File: config.mk
export PLATFORM = sky130hd
export DESIGN_NAME = boot_sequencer
export DESIGN_NICKNAME = d
export VERILOG_FILES = /design/src/rtl/boot_sequencer.sv
export SDC_FILE = /design/constraint.sdc
export NUM_CORES = 1
export LEC_CHECK = 0
export ABC_AREA = 1
export CAP_MARGIN = 20
export CORE_ASPECT_RATIO = 0.9
export CORE_UTILIZATION = 57
export CTS_BUF_LIST = sky130_fd_sc_hd__clkbuf_8 sky130_fd_sc_hd__clkbuf_16
export CTS_CLUSTER_DIAMETER = 120
export CTS_CLUSTER_SIZE = 16
export DETAILED_ROUTE_END_ITERATION = 6
export MAX_ROUTING_LAYER = met4
export PLACE_DENSITY = 0.85
export SYNTH_ARGS = -nofsm -noshare
export SYNTH_HDL_FRONTEND = slang
export SYNTH_SLANG_ARGS = --single-unit
File: constraint.sdc
create_clock -name clk -period 2.5 [get_ports clk]
set_input_delay 0.25 -clock clk [delete_from_list [all_inputs] [get_ports clk]]
set_output_delay 0.25 -clock clk [all_outputs]
set_load 0.005 [all_outputs]
File: src/rtl/boot_sequencer.sv
// ============================================================================
// Module   : boot_sequencer
// Brief    : Front-panel reset debouncer, sys_reset pulse stretcher and
//            boot-address sequencer feeding the boot-vector injector.
//            Optional macro BOOT_SWITCH_ADDR_EN: jump target taken from the
//            front-panel address switches instead of BOOT_ADDR.
// Revision : 1.0 - initial release
// ============================================================================
`default_nettype none

module boot_sequencer #(
  parameter logic [15:0] RESET_CYCLES    = 16'd16,
  parameter logic [15:0] DEBOUNCE_CYCLES = 16'd50000,
  parameter logic [15:0] BOOT_ADDR       = 16'hFD00
) (
  input  logic        clk,
  input  logic        reset,
  input  logic        btn_reset,
  input  logic [15:0] sw_addr,
  input  logic        boot_valid,
  output logic        sys_reset,
  output logic [7:0]  lo_addr,
  output logic [7:0]  hi_addr,
  output logic        booting,
  output logic [7:0]  boot_count
);

  typedef enum logic [1:0] {
    S_HOLD = 2'd0,
    S_BOOT = 2'd1,
    S_RUN  = 2'd2
  } state_t;

  // Button path registers
  logic        sync1_q;
  logic        sync2_q;
  logic [15:0] db_cnt_q;
  logic        btn_db_q;

  // Sequencer registers and next-state values
  state_t      state_q, state_d;
  logic [15:0] h_cnt_q, h_cnt_d;
  logic        sys_reset_q, sys_reset_d;
  logic        booting_q, booting_d;
  logic [7:0]  boot_count_q, boot_count_d;
  logic [7:0]  hi_addr_q, lo_addr_q;
  logic        addr_load_d;

  // Jump-target source for the address latch
  logic [15:0] w_addr_src;
`ifdef BOOT_SWITCH_ADDR_EN
  assign w_addr_src = sw_addr;
`else
  logic unused_sw_addr;
  assign unused_sw_addr = ^sw_addr;
  assign w_addr_src     = BOOT_ADDR;
`endif

  // Synchronize the raw button and debounce it into btn_db_q
  always_ff @(posedge clk) begin
    if (reset) begin
      sync1_q  <= 1'b0;
      sync2_q  <= 1'b0;
      db_cnt_q <= 16'd0;
      btn_db_q <= 1'b0;
    end else begin
      sync1_q <= btn_reset;
      sync2_q <= sync1_q;
      if (sync2_q == btn_db_q) begin
        db_cnt_q <= 16'd0;
      end else if (db_cnt_q == DEBOUNCE_CYCLES - 16'd1) begin
        btn_db_q <= sync2_q;
        db_cnt_q <= 16'd0;
      end else begin
        db_cnt_q <= db_cnt_q + 16'd1;
      end
    end
  end

  // Sequencer state, registered outputs and address latch
  always_ff @(posedge clk) begin
    if (reset) begin
      state_q      <= S_HOLD;
      h_cnt_q      <= 16'd0;
      sys_reset_q  <= 1'b1;
      booting_q    <= 1'b0;
      boot_count_q <= 8'd0;
      hi_addr_q    <= w_addr_src[15:8];
      lo_addr_q    <= w_addr_src[7:0];
    end else begin
      state_q      <= state_d;
      h_cnt_q      <= h_cnt_d;
      sys_reset_q  <= sys_reset_d;
      booting_q    <= booting_d;
      boot_count_q <= boot_count_d;
      if (addr_load_d) begin
        hi_addr_q <= w_addr_src[15:8];
        lo_addr_q <= w_addr_src[7:0];
      end
    end
  end

  // Next-state logic; the button always wins over boot completion
  always_comb begin
    state_d      = state_q;
    h_cnt_d      = h_cnt_q;
    boot_count_d = boot_count_q;
    addr_load_d  = 1'b0;
    case (state_q)
      S_HOLD: begin
        if (btn_db_q) begin
          h_cnt_d = 16'd0;
        end else if (h_cnt_q == RESET_CYCLES - 16'd1) begin
          state_d = S_BOOT;
        end else begin
          h_cnt_d = h_cnt_q + 16'd1;
        end
      end
      S_BOOT: begin
        if (btn_db_q) begin
          state_d     = S_HOLD;
          h_cnt_d     = 16'd0;
          addr_load_d = 1'b1;
        end else if (!boot_valid) begin
          state_d = S_RUN;
          if (boot_count_q != 8'hFF) begin
            boot_count_d = boot_count_q + 8'd1;
          end
        end
      end
      S_RUN: begin
        if (btn_db_q) begin
          state_d     = S_HOLD;
          h_cnt_d     = 16'd0;
          addr_load_d = 1'b1;
        end
      end
      default: begin
        state_d = S_HOLD;
        h_cnt_d = 16'd0;
      end
    endcase
    sys_reset_d = (state_d == S_HOLD);
    booting_d   = (state_d == S_BOOT);
  end

  assign sys_reset  = sys_reset_q;
  assign booting    = booting_q;
  assign boot_count = boot_count_q;
  assign hi_addr    = hi_addr_q;
  assign lo_addr    = lo_addr_q;

endmodule

`default_nettype wire

==> results of run 1 <==
[worst min-delay path by stage]
stage	start	end	cells after the start	slack (ps)
global placement	sync1_q	sync2_q	2	400
detailed placement	sync1_q	sync2_q	2	400
CTS	sync1_q	sync2_q	2	410
finish	sync1_q	sync2_q	2	410
floorplan	btn_reset	sync1_q	2	360
global route	sync1_q	sync2_q	2	430
[through the flow]
stage	hold slack (ps)	area, um^2	worst slack (ps)	power (W)	util (%)
after floorplan	357	2650	997	0.000825	-
after global placement	396	2710	715	0.000818	64.3
after detailed placement	400	2710	686	0.000819	64.3
after CTS	413	2850	671	0.00149	67.6
after global routing	434	2850	484	0.00152	67.6
final	408	2850	667	0.00148	67.6
[state kept, by name, summed over array words and instances, names as in the netlist]
signal / count
sync1_q: 1
h_cnt_q: 16
boot_count: 8
sync2_q: 1
booting: 1
sys_reset: 1
db_cnt_q: 16
state_q: 2
btn_db_q: 1
[metal layers]
metal	track usage (%)	vias up	wire length, um
li1	-	1207	-
met1	32.1	1069	2520
met2	37.8	83	2360
met3	5.64	15	316
met4	12.5	0	101
met5	-	-	0
[tightest hold or removal path, delay by kind of cell, from the launching register on]
family	cells	cell delay [ps]
and+or+nand+nor	1	30
DFF	1	310
buffers and inverters	1	40
[cell families after synthesis]
group,after synthesis
other,2
AO/OA/AOI/OAI,42
AND/OR/NAND/NOR,198
adder cells (fa/ha/maj),7
buffers and inverters,72
flip-flops,47
XOR/XNOR,8
[placed cells by master (no fill, tap or decap), types with 2 or more instances in the layout]
master | netlist | layout
nand4_1 | 15 | 15
conb_1 | 2 | 16
clkbuf_8 | 0 | 5
a31oi_1 | 3 | 3
a21oi_1 | 21 | 21
nand3_2 | 3 | 3
nor4_1 | 2 | 2
nand2_4 | 2 | 2
ha_1 | 7 | 7
nand3_1 | 18 | 18
dfxtp_1 | 47 | 47
nand2_1 | 77 | 77
nor3_1 | 13 | 13
nand2_2 | 2 | 2
o21ai_0 | 12 | 12
xnor2_1 | 4 | 4
nand3b_1 | 2 | 2
inv_2 | 4 | 4
clkdlybuf4s50_1 | 0 | 13
xor2_1 | 4 | 4
or2_2 | 2 | 2
inv_1 | 48 | 48
nor2_1 | 56 | 56
bufinv_16 | 0 | 2
nor2_2 | 3 | 3
o21bai_1 | 3 | 3
[area by class of cell]
type	instances	area, um^2	area share (%)
clock inverters	3	67.6	2.37
well taps	60	75.1	2.64
inverters	53	200	7.04
clock buffers	5	68.8	2.42
repair buffers	14	138	4.84
multi-input cells	271	1360	47.6
flip-flops and latches	47	941	33.1
[power by group]
group	internal (W)	switching, W	total [W]
clock	0.000399	0.000279	0.000678
sequential	0.000754	0.00000494	0.000759
combinational	0.0000157	0.0000274	0.0000432
total	0.00117	0.000311	0.00148
==> reports/qor.yml, run 1 <==
drtIter0Drc: 172
ir_worst_vdd_mv: 0.350
synthArstFlopShare_pct: 0
worst-path-buf-inv: 3
critPathLaunch: "state_q[1]"
vias: 2374
cp_max_fo: 12
drc_errors: 0
finalCritPeriodShare_pct: 73.3
antenna_found_initial: 0
setup_tns_ps: 0
cts_tree: "yes"
crit_path_start_kind: "register"
num-fill-cells: 369
dp.final_hpwl_um: 3630
crit_chain: "inv_1 > ha_1 > inv_1 > nor2_4 > nand3_2 > nand2_4 > o21ai_0 > nand2_1 > nand2_1 > inv_1"
slowest_delay_ps: 430
synth_top_area_share_pct: 36.3
die-area_um2: 4820
syn_to_final_growth_pct: 9.70
cts-buffers-inserted: 5
fp.dieW_um: 73.1
clk_pin_slew_worst_paths_ps: 90
cp_top_family: "simple AND/OR/NAND/NOR gates"
synthMuxAreaShare_pct: 0
h-tree-depth: 2
drive_above_1_share_pct: 7.38
postRouteAntennaNets: 0
grt_pass1_wl_um: 9110
yosys-top-cells-count: "nand2_1 (77), nor2_1 (56), inv_1 (48)"
cts_resized: 0
hp-class: "register to register"
required_ps: 2720
diodes: 0
hold_viol_final: 0
regToRegSetupSlack_ps: 670
worst_path_max_delay_cell: "dfxtp_1"
synth.largest_area_cell: "dfxtp_1"
synth-seq-cells: 47
cpMostUsedCell: "inv_1"
cts.path.max_buffers: 2
grt_pass1_vias: 2124
synth.most_common_cell: "nand2_1"
maxCapViolCount: 0
synthFlopType: "dfxtp_1"
hold_buffers: 0
grt.total_usage_pct: 25.3
synthAdderAreaFrac_pct: 3.38
nets: 419
ys_warn_count: 0
synthSimpleGateAreaFrac_pct: 34.6
setup_viol: 0
synthXorXnorAreaFrac_pct: 2.70
drt_wl_total_um: 5300
overflow: 0
syn_area_per_cell_um2: 6.90
syn_area_um2: 2590
critical_path_depth: 10
synth_enable_flop_cells: 0
final_cells: 453
clk-insertion-delay-late_ps: 310
r2r_cells: 10
core_area_um2: 4210
status: "complete, no violations"
post_cts_buffers: 0
reg2reg_from: "state_q[1]"
io_buffers: 13
critPathCapture: "h_cnt_q[10]"
critPathKind: "register to register"
yosysSeqAreaShare_pct: 36.3
min_period_ps: 1830
root_buffer: "clkbuf_8"
rsz0062_at_grt: "no"
grt_max_degree: 16
top_level_ports: 46
cp-end-kind: "register"
clkSinkCount: 47
via_per_inst: 5.24
rows: 22
start_util_pct: 61.6
synth_top_family_by_area: "simple AND/OR/NAND/NOR gates"
yosys.cell_types.count: 32
arrival_ps: 2050
drt-pass1-iter-count: 4
syn_inst: 376
globalplace.congestion: 0.919
worst_clock_skew_ps: 3.43
max_clock_freq_mhz: 546
r2r_end: "h_cnt_q[10]"
synthTopCellsByArea: "dfxtp_1 (36%), nand2_1 (11%), nor2_1 (8.1%)"
synth-compound-area-share_pct: 9.26
dp.cells: 445
die_h_um: 66.0
power_density_nw_per_um2: 520
drv_slew: 0
wl_per_cell_um: 11.7
leakage_nw: 1.13
No activity file was read; power rests on OpenSTA's default activity.
==> inputs of run 2 (changes only) <==
CORE_UTILIZATION = 53   (was 57)
PLACE_DENSITY = 0.8   (was 0.85)
clock period = 1.85 ns   (was 2.5 ns; I/O delays follow)
==> run 2 against run 1 <==
Effect of this change: fmax rose by 9.7%; clock skew rose by 3.8 ps; hold slack got worse by 25 ps; via count fell by 2.7%; flip-flop and latch count did not move; clock power fell by 3.8%; non-clock buffer count rose by 6; die area rose by 7.3%; register-to-register slack got worse by 490 ps; core utilization fell by 5.1 points; global-route usage fell by 2.8 points; critical path type unchanged; largest cell class unchanged; largest power group unchanged.
==> reports/qor.yml, run 2 (same netlist as run 1, synthesis figures left out) <==
status: "complete, no violations"
regToRegSetupSlack_ps: 180  # -490 ps
antenna_found_initial: 0  # unchanged
drtIter0Drc: 227  # +32%
drive_above_1_share_pct: 8.77  # +1.4 points
design_area_um2: 2860  # +0.40%
die_h_um: 68.4  # +3.6%
dpl_cell_area_um2: 2760  # +1.8%
via_per_inst: 5.01  # -4.3%
cts.path.max_buffers: 2  # unchanged
drc_errors: 0  # unchanged
maxCapViolCount: 0  # unchanged
holdPathEnd: "sync1_q"
cpMostUsedCell: "inv_1"
grt_max_degree: 17  # +1
r2r_cells: 7  # -3
layout_commonest_cell: "nand2_1"
required_ps: 2100  # -620 ps
die-area_um2: 5180  # +7.3%
top_level_ports: 46  # unchanged
globalplace.congestion: 0.878  # -4.5%
overflow: 0  # unchanged
setup_tns_ps: 0  # unchanged
cp-end-kind: "register"
root_buffer: "clkbuf_8"
num-fill-cells: 433  # +17%
rsz0062_at_grt: "no"
cts_tree: "yes"
postRouteAntennaNets: 0  # unchanged
hp-class: "input pin to register"
slowest_delay_ps: 410  # -20 ps
hold_start: "btn_reset"
max_clock_freq_mhz: 598  # +9.7%
leakage_nw: 1.13  # +0.75%
critPathKind: "register to register"
wl_per_cell_um: 10.8  # -7.6%
io_buffers: 13  # unchanged
worst_path_max_delay_cell: "dfxtp_1"
vias: 2311  # -2.7%
core_area_um2: 4580  # +8.6%
clk_pin_slew_worst_paths_ps: 90  # about the same
syn_to_final_growth_pct: 10.1
post_cts_buffers: 0  # unchanged
drt_wl_total_um: 4980  # -5.9%
grt_pass1_vias: 1921  # -9.6%
holdPathStages: 3  # +1
worst_clock_skew_ps: 7.23  # +3.80 ps
wl_met1_um: 2580  # +2.5%
cp_max_fo: 7  # -5
drv_slew: 0  # unchanged
drt-pass1-iter-count: 4  # unchanged
cts-buffers-inserted: 5  # unchanged
arrival_ps: 1920  # -130 ps
ir_worst_vdd_mv: 0.492  # +41%
final_cell_mix: "nand2_1 (77), nor2_1 (56), inv_1 (48), dfxtp_1 (47), a21oi_1 (21)"
reg2reg_from: "state_q[0]"
diodes: 0  # unchanged
nets: 425  # +1.4%
setup_viol: 0  # unchanged
crit_path_start_kind: "register"
clkSinkCount: 47  # unchanged
met3_length_um: 220  # -30%
finalCritPeriodShare_pct: 90.3  # +17 points
start_util_pct: 56.7  # -4.9 points
rows: 23  # +4.5%
fp.dieW_um: 75.7  # +3.6%
routed-wl-met2_um: 2100  # -11%
grt_pass1_wl_um: 8440  # -7.4%
hold_viol_final: 0  # unchanged
r2r_end: "h_cnt_q[13]"
routed.top_layer: "met4"
crit_chain: "inv_1 > ha_1 > nand2_4 > a21oi_4 > inv_1 > o21bai_1 > nor2_1"
grt.total_usage_pct: 22.5  # -2.8 points
clk-insertion-delay-late_ps: 310  # about the same
min_period_ps: 1670  # -162 ps
dp.final_hpwl_um: 3750  # +3.4%
power_density_nw_per_um2: 610  # +17%
h-tree-depth: 2  # unchanged
-- run 2: area by class of cell --
type	count	area [um^2]	share of cell area, %
Clock inverter	3	23.8	0.832
Timing Repair Buffer	20	183	6.40
Multi-Input combinational cell	271	1360	47.6
Sequential cell	47	941	32.9
Inverter	53	203	7.10
Tap cell	62	77.6	2.72
Clock buffer	5	68.8	2.41
-- run 2: worst max-delay path by stage --
| stage | cells past startpoint | from | slack (ps) | to |
|---|---|---|---|---|
| 5_1_grt | 8 | db_cnt_q[0] | 20 | db_cnt_q[10] |
| 6_report | 7 | state_q[0] | 180 | h_cnt_q[13] |
| 4_1_cts | 10 | state_q[0] | 110 | h_cnt_q[10] |
| 3_5_place_dp | 10 | state_q[0] | 130 | h_cnt_q[10] |
| 3_3_place_gp | 8 | state_q[0] | 190 | h_cnt_q[10] |
| 2_1_floorplan | 10 | state_q[1] | 350 | h_cnt_q[10] |
-- run 2: stage by stage --
step                utilization [%]  setup slack [ps]  hold WS (ps)  instances  total power (W)
finish                         62.4               179           383        461          0.00174
global placement               60.2               185           397        453          0.00111
global route                   62.4              17.1           416        461          0.00180
CTS                            62.3               107           385        461          0.00176
detailed placement             60.2               130           411        453          0.00111
floorplan                         -               347           292        390          0.00112
-- run 2: what timing repair did --
action / in CTS / in global routing
hold buffers: 0 / 0
gates resized for setup: 0 / 3
endpoints found under the setup margin: 0 / 12
-- run 2: per-layer routing --
layer  vias to the layer above  track usage [%]
met5                         -                -
met1                      1036             30.1
met2                        47             32.7
met3                         6             4.42
li1                       1222                -
met4                         0             9.95
-- run 2: critical path: cells and delay by family (launching register included) --
kind	cells	cell delay, ps
and+or+nand+nor	2	200
adders and majority gates	1	330
DFF	1	410
buffers and inverters	2	250
AOI/OAI and AO/OA	2	440
-- run 2: report_power, final --
group          switching [W]  internal, W  total (W)
combinational      0.0000388    0.0000261  0.0000649
clock               0.000381     0.000271   0.000652
sequential        0.00000642      0.00102    0.00103
==> variant, RTL diff (config.mk and constraints of run 1) <==
The option `BOOT_SWITCH_ADDR_EN` is turned on by a define.
--- a/src/rtl/boot_sequencer.sv
+++ b/src/rtl/boot_sequencer.sv
@@ -9,2 +9,4 @@
 `default_nettype none
+
+`define BOOT_SWITCH_ADDR_EN
 
Formal check against the unedited RTL: not equivalent (Yosys sat finds a counterexample within 4 cycles, from zero or initial values and one cycle with reset high).
==> variant against run 1 <==
Final area up 29%; largest cell class is now flip-flops and latches; area after synthesis up 16%; sequential cell count up 16; highest routed layer unchanged; wire length up 14%; setup slack worse by 0.15 ns.
Power is not compared: it rests on default switching activity, and its combinational part moved more than twofold at a synthesized area within 25%.
==> variant: results (changes against run 1) <==
| Metric | Value |
|---|---|
| Status | `complete, no violations` |
| Synth top area cells | `dfxtp_1 31%, edfxtp_1 16%, nand2_1 11%` |
| Dpl hpwl | `4460 um (+23%)` |
| F_max | `505 MHz (-7.5%)` |
| Arrival @ worst endpoint | `2.26 ns (+0.21 ns)` |
| Final WL | `6060 um (+14%)` |
| First-pass GRT wire length | `10600 um (+17%)` |
| Placed cells | `497 (+12%)` |
| H-tree depth | `3 (+1)` |
| Fillers | `380 (+3.0%)` |
| Initial Utilization | `60.5% (-1.1 points)` |
| Compound-Gate Fraction of Synth Area | `8.81% (-0.46 points)` |
| Latest clock arrival within the worst-skew pair | `0.34 ns (+0.03 ns)` |
| Post-synthesis sequential area ratio | `47.4% (+11 points)` |
| Final non-filler cell total | `513 (+13%)` |
| Drt pass-1 iters | `5 (+1)` |
| Post-synth top cells | `85 x nand2_1, 58 x nor2_1, 54 x inv_1` |
| Final net count | `470 (+12%)` |
| Slowest stage delay, CP | `0.38 ns (-0.05 ns)` |
| R2R cell count | `9 (-1)` |
| Vias in the first global route | `2486 (+17%)` |
| Critical Path Fanout Max | `13 (+1)` |
| GRT Overall Usage | `25.3% (+0.059 points)` |
| Post-synth cell types | `34 (+6.3%)` |
| Worst Setup EP | `h_cnt_q[3]` |
==> variant: worst min path at each step <==
stage | end | start | cells past startpoint
floorplan | hi_addr[0] | sw_addr[8] | 0
global placement | sync2_q | sync1_q | 2
detailed placement | sync2_q | sync1_q | 2
CTS | sync1_q | btn_reset | 3
global route | sync2_q | sync1_q | 2
finish | sync2_q | sync1_q | 2
==> variant: layer usage <==
layer	track usage [%]	up-vias	part of all wire (%)
li1	-	1366	-
met1	31.1	1173	47
met2	40.4	75	46
met3	7.74	2	6.3
met4	7.41	0	0.38
met5	-	-	0
==> variant: critical path: cells and delay by family (launching register included) <==
kind	cells	cell delay, ns
DFF	1	0.38
buffers and inverters	1	0.15
adders and majority gates	1	0.22
and+or+nand+nor	7	1.17
==> variant: cell families (layout without fill, tap and decap cells) <==
kind of cell             Yosys count  after routing
adder cells (fa/ha/maj)            7              7
AND/OR/NAND/NOR                  209            209
AO/OA/AOI/OAI                     43             43
buffers and inverters             62            120
XOR/XNOR                           6              6
flip-flops                        63             63
==> variant: final cells by class <==
cell class	instances	share of cell area, %
Clock buffer	9	3.37
Clock inverter	7	1.16
Inverter	57	5.83
Multi-Input combinational cell	265	36.0
Sequential cell	63	38.7
Tap cell	65	2.22
Timing Repair Buffer	47	12.7
==> variant: power breakdown <==
part,internal (mW),switching [mW]
Clock,0.351,0.388
Sequential,1.07,0.00903
Combinational,0.0602,0.0379
Total,1.48,0.435
==> variant: stage by stage <==
step	utilization, %	instance area, um2	hold WS [ns]
after floorplan	-	3000	0.349
after global placement	70.7	3500	0.408
after detailed placement	70.7	3500	0.403
after CTS	74.1	3670	0.421
after global routing	74.1	3670	0.452
final	74.1	3670	0.436
